<file path="config.mk">
export PLATFORM = sky130hd
export DESIGN_NAME = varredura_display
export DESIGN_NICKNAME = d
export VERILOG_FILES = /design/src/rtl/varredura_display_pkg.sv /design/src/rtl/varredura_display_divisor_slot.sv /design/src/rtl/varredura_display.sv
export SDC_FILE = /design/constraint.sdc
export NUM_CORES = 1
export LEC_CHECK = 0
export CORE_AREA = 4 4 65 67
export CTS_BUF_LIST = sky130_fd_sc_hd__clkbuf_4 sky130_fd_sc_hd__clkbuf_8 sky130_fd_sc_hd__clkbuf_16
export DETAILED_ROUTE_END_ITERATION = 16
export DIE_AREA = 0 0 69 71
export PLACE_DENSITY = 0.69
export SYNTH_ARGS = -nofsm -noshare
export SYNTH_HDL_FRONTEND = slang
export SYNTH_SLANG_ARGS = --single-unit
</file>
<file path="constraint.sdc">
create_clock -name clk -period 2.6 [get_ports clk]
set_clock_uncertainty 0.15 [all_clocks]
set_input_delay 0.52 -clock clk [delete_from_list [all_inputs] [get_ports clk]]
set_output_delay 0.52 -clock clk [all_outputs]
set_load 0.01 [all_outputs]
</file>
<file path="src/rtl/varredura_display_pkg.sv">
// Shared display definitions: digit selector encodings, blank pattern, scan FSM states.
package varredura_display_pkg;

  localparam logic [1:0] SEL_UNID   = 2'd0;
  localparam logic [1:0] SEL_DEZ    = 2'd1;
  localparam logic [1:0] SEL_AGRO   = 2'd2;
  localparam logic [1:0] SEL_ESTADO = 2'd3;

  localparam logic [6:0] SEG_APAGADO = 7'b1111111;

  typedef enum logic [1:0] {
    DESLIGADO,
    APAGA,
    MOSTRA
  } estado_t;

  // Active-low one-hot enable for the selected digit.
  function automatic logic [3:0] digito_n(input logic [1:0] sel);
    return ~(4'b0001 << sel);
  endfunction

endpackage

</file>
<file path="src/rtl/varredura_display_divisor_slot.sv">
// Slot timebase: counts 0..DIV-1 and flags the blanking boundary and the end of slot.
module divisor_slot #(
  parameter int DIV   = 50000,
  parameter int BLANK = 2,
  parameter int CW    = $clog2(DIV)
) (
  input  logic clk,
  input  logic rst_n,
  input  logic clr,
  output logic tc,
  output logic pre_tc,
  output logic fim_apaga
);

  logic [CW-1:0] cnt;

  always_ff @(posedge clk or negedge rst_n) begin
    if (!rst_n)         cnt <= '0;
    else if (clr || tc) cnt <= '0;
    else                cnt <= cnt + CW'(1);
  end

  assign tc        = (cnt == CW'(DIV - 1));
  assign pre_tc    = (cnt == CW'(DIV - 2));
  assign fim_apaga = (cnt == CW'(BLANK - 1));

endmodule

</file>
<file path="src/rtl/varredura_display.sv">
// 4-digit 7-segment scan controller with per-slot blanking and registered pin drive.
module varredura_display
  import varredura_display_pkg::*;
#(
  parameter int DIV   = 50000,
  parameter int BLANK = 2
) (
  input  logic       clk,
  input  logic       rst_n,
  input  logic       enable,
  input  logic [3:0] blank_mask,
  input  logic [6:0] segmentos_in,
  output logic [1:0] seletor,
  output logic [3:0] digitos_n,
  output logic [6:0] segmentos_out,
  output logic       tick_quadro
);

  estado_t    estado, estado_d;
  logic [1:0] sel_d;
  logic       clr, tc, pre_tc, fim_apaga;

  divisor_slot #(.DIV(DIV), .BLANK(BLANK)) u_div (
    .clk       (clk),
    .rst_n     (rst_n),
    .clr       (clr),
    .tc        (tc),
    .pre_tc    (pre_tc),
    .fim_apaga (fim_apaga)
  );

  always_comb begin
    estado_d = estado;
    sel_d    = seletor;
    case (estado)
      DESLIGADO: if (enable) estado_d = APAGA;
      APAGA:     if (fim_apaga) estado_d = MOSTRA;
      MOSTRA: if (tc) begin
        estado_d = APAGA;
        sel_d    = seletor + 2'd1;
      end
      default:   estado_d = DESLIGADO;
    endcase
    // Dropping enable abandons the slot; re-enable restarts at digit 0.
    if (!enable) estado_d = DESLIGADO;
    if (estado_d == DESLIGADO) sel_d = SEL_UNID;
  end

  // Hold the counter at 0 while off and on the edge that turns the scan off.
  assign clr = (estado == DESLIGADO) || (estado_d == DESLIGADO);

  // Outputs are registered from next-state values so they line up with state/cnt.
  always_ff @(posedge clk or negedge rst_n) begin
    if (!rst_n) begin
      estado        <= DESLIGADO;
      seletor       <= SEL_UNID;
      digitos_n     <= 4'b1111;
      segmentos_out <= SEG_APAGADO;
      tick_quadro   <= 1'b0;
    end else begin
      estado        <= estado_d;
      seletor       <= sel_d;
      digitos_n     <= (estado_d == MOSTRA && !blank_mask[sel_d]) ? digito_n(sel_d) : 4'b1111;
      segmentos_out <= (estado_d == DESLIGADO) ? SEG_APAGADO : segmentos_in;
      tick_quadro   <= (estado == MOSTRA) && enable && (seletor == SEL_ESTADO) && pre_tc;
    end
  end

endmodule
</file>
==> key figures, run 1 <==
Floorplan
  – Site row count: 22
  – Die Ht: 71 µm
  – Die Footprint: 0.004899 mm²
  – Initial Util: 0.4418
  – Core area: 0.003633 mm²
  – Die width: 69 µm
  – Boundary Pins: 28

Drt
  – Via count: 1262
  – Total wire length: 3.236 mm
  – Number of DRC markers in iteration 0: 69
  – Drt first pass iters: 4
  – Routed Antenna Nets: 0
  – Via/cell ratio: 5.151
  – DRC: 0
  – Wirelength per Cell: 13.21 µm

Setup path
  – CP required: 2.64 ns
  – Crit path launch type: flop
  – Worst R2R End: digitos_n[0]$_DFF_PN1_
  – R2r startpoint: u_div.cnt[10]$_DFF_PN0_
  – Crit end category: flop
  – Worst Reg2Reg Path Length in Cells: 6
  – Slack of the worst reg-to-reg path: 0.18 ns
  – Critical path data arrival time: 2.46 ns
  – Critical Path Fanout Max: 5
  – Setup Crit Path Kind: flop to flop

Clock tree
  – Clock tree sinks: 32
  – Worst-path clk slew: 0.07 ns
  – CTS Buf Count: 5
  – Worst skew pair latency: 0.29 ns
  – Post-CTS sizing: 0
  – Post-CTS setup repair buffer count: 0
  – Htree depth: 2
  – # hold bufs at CTS: 0
  – Clock root buffer: clkbuf_8
  – CTS tree: done
  – Clk buf depth: 2

Min path
  – Hold EP: u_div.cnt[0]$_DFF_PN0_
  – Class of the worst hold path: flop to flop
  – WHS Path Cells: 1
  – Hold path start: u_div.cnt[0]$_DFF_PN0_

Logic synthesis
  – Syn_nets: 179
  – Mean Syn Cell Area: 9.971 µm²
  – Cell Area, Synth: 0.001605 mm²
  – Synth cell types: 34
  – Sequential share of the synthesized area: 0.5074
  – #FFs+latches synth: 32
  – Syn Inst Count: 161
  – Ys Warns: 0

STA
  – Final WS setup: 0.1788 ns
  – Final Hold Viols: 0
  – Setup tns final: 0 ns
  – Post-layout min period: 2.421 ns
  – Highest Clock Rate: 413.0 MHz
  – Worst slew pin tran: 0.5528 ns
  – Fin crit share: 0.9312
  – Slew HR: 0.6281
  – RSZ-0062 raised after global routing: no
  – Final setup fails: 0
  – Final Max Tran Viols: 0

Finish
  – # diodes: 0
  – Nets: 214
  – P&R area growth vs syn: 28.60%
  – Multi-input logic area: 759.5 µm²
  – Share of cells above drive strength 1: 0.1320
  – Sequential cell area: 814.5 µm²
  – Filler Cell Count: 335

Placed design
  – Routability Congestion: 0.8571
  – I/O Buffers: 27
  – Final HPWL DP: 2.413 mm
  – Pre-CTS setup slack: 0.2053 ns

Global routing
  – GRT Residual Overflow: 0
  – First-pass GRT wire length: 5.920 mm
  – Tot GR Track Use: 0.1493
  – Vias in the first global route: 1233
  – Initial antenna violation count: 0
  – Largest net degree at the start of global routing: 33

Job
  – Max cap viols: 0

Pwr
  – Pwr Density: 522.2 mW/mm²
  – Max IR drop VDD: 0.0002509 V
  – Leak pwr: 0.0008322 µW
  – Tot Pwr: 1078 µW

Run status
  – Outcome: finished clean
cells in the mapped netlist:
| master | count | area share |
|---|---|---|
| xnor2_1 | 6 | 0.033 |
| and4_1 | 2 | 0.011 |
| nor3b_1 | 3 | 0.014 |
| a211oi_2 | 1 | 0.0078 |
| or4_1 | 1 | 0.0047 |
| buf_2 | 1 | 0.0031 |
| nand3_1 | 12 | 0.037 |
| a31oi_1 | 2 | 0.0078 |
| clkbuf_1 | 2 | 0.0047 |
| nand4_1 | 6 | 0.023 |
| nor2b_1 | 3 | 0.012 |
| dfrtp_1 | 21 | 0.33 |
| mux2i_1 | 2 | 0.012 |
| o21ai_1 | 1 | 0.0031 |
| nor4_1 | 5 | 0.019 |
| nand2_1 | 9 | 0.021 |
| ha_1 | 4 | 0.031 |
| nor2_1 | 19 | 0.044 |
| and3_1 | 5 | 0.019 |
| o21ai_0 | 3 | 0.0094 |
| a21oi_1 | 6 | 0.019 |
| o2111a_1 | 1 | 0.0070 |
| xor2_1 | 7 | 0.038 |
| or3_1 | 4 | 0.016 |
| dfstp_2 | 11 | 0.18 |
| o21a_1 | 1 | 0.0047 |
| inv_1 | 5 | 0.012 |
| a211oi_1 | 2 | 0.0094 |
| nor3_1 | 2 | 0.0062 |
| and2_1 | 1 | 0.0039 |
| a21o_1 | 1 | 0.0047 |
| nand2b_1 | 9 | 0.035 |
| o31ai_1 | 1 | 0.0047 |
| or4_4 | 2 | 0.014 |
registers in the layout (all words and copies together), names as in the netlist:
signal,flops
tick_quadro,1
seletor,2
segmentos_out,7
u_div.cnt,16
estado,2
digitos_n,4
metal layers:
layer,vias up,global-route usage,wire length (µm)
li1,639,-,-
met1,582,0.1936,1510
met2,36,0.2278,1512
met3,5,0.05398,173
met4,0,0.05857,40
met5,-,0,0
report_power, final:
part | switching (µW) | internal, µW | total [µW]
Sequential | 8.76 | 515 | 523
Clock | 175 | 294 | 469
Combinational | 40.5 | 45.4 | 85.8
stage by stage:
step,utilization,hold slack (ns),std cells,instance area (µm²)
floorplan,-,0.07441,161,1605
global placement,0.5375,0.3863,237,1953
detailed placement,0.5375,0.3887,237,1953
CTS,0.5682,0.4004,245,2064
global route,0.5682,0.4689,245,2064
finish,0.5682,0.3968,245,2064
layout make-up:
class / instances / area share
Clock inverter: 2 / 0.01697
Clock buffer: 6 / 0.03697
Inverter: 5 / 0.009091
Sequential cell: 32 / 0.3945
Multi-Input combinational cell: 121 / 0.3679
Tap cell: 48 / 0.02909
Timing Repair Buffer: 31 / 0.1455
critical path, cell delays in order, from the launching register on:
cell      delay (ns)
dfrtp_1         0.42
or4_4           0.56
or4_4           0.58
nor4_1          0.32
a211oi_1        0.08
buf_4           0.16
o31ai_1         0.06
cells in the final DEF (no fill, tap or decap), types with 6 or more instances in the layout:
master           instances
clkdlybuf4s50_1         27
dfrtp_1                 21
nor2_1                  19
nand3_1                 12
dfstp_2                 11
nand2_1                  9
nand2b_1                 9
xor2_1                   7
nand4_1                  6
a21oi_1                  6
xnor2_1                  6
how the worst max path moves through the flow:
| stage | startpoint | endpoint | slack [ns] | depth (start not counted) |
|---|---|---|---|---|
| 4_1_cts | u_div.cnt[11]$_DFF_PN0_ | digitos_n[0]$_DFF_PN1_ | 0.18 | 6 |
| 2_1_floorplan | u_div.cnt[10]$_DFF_PN0_ | digitos_n[1]$_DFF_PN1_ | 0.31 | 5 |
| 3_3_place_gp | u_div.cnt[10]$_DFF_PN0_ | digitos_n[1]$_DFF_PN1_ | 0.26 | 5 |
| 3_5_place_dp | u_div.cnt[10]$_DFF_PN0_ | digitos_n[0]$_DFF_PN1_ | 0.21 | 6 |
| 6_report | u_div.cnt[10]$_DFF_PN0_ | digitos_n[0]$_DFF_PN1_ | 0.18 | 6 |
| 5_1_grt | u_div.cnt[11]$_DFF_PN0_ | digitos_n[2]$_DFF_PN1_ | 0.02 | 6 |
cells by family (layout without fill, tap and decap cells):
kind of cell,after synthesis,after routing,share of synthesized area
compound gates,19,19,0.07716
xor+xnor,13,13,0.07093
fa+ha+maj,4,4,0.03118
buf+inv,8,44,0.01949
flops,32,32,0.5074
mux,2,2,0.01247
simple gates,83,83,0.2814
Power figures use the tool's default switching activity.
==> run 2: changes to the inputs <==
Settings changed: GPL_TIMING_DRIVEN set to 1.
==> results of run 2 <==
Final layout, timing and power as in run 1 (identical DEF).
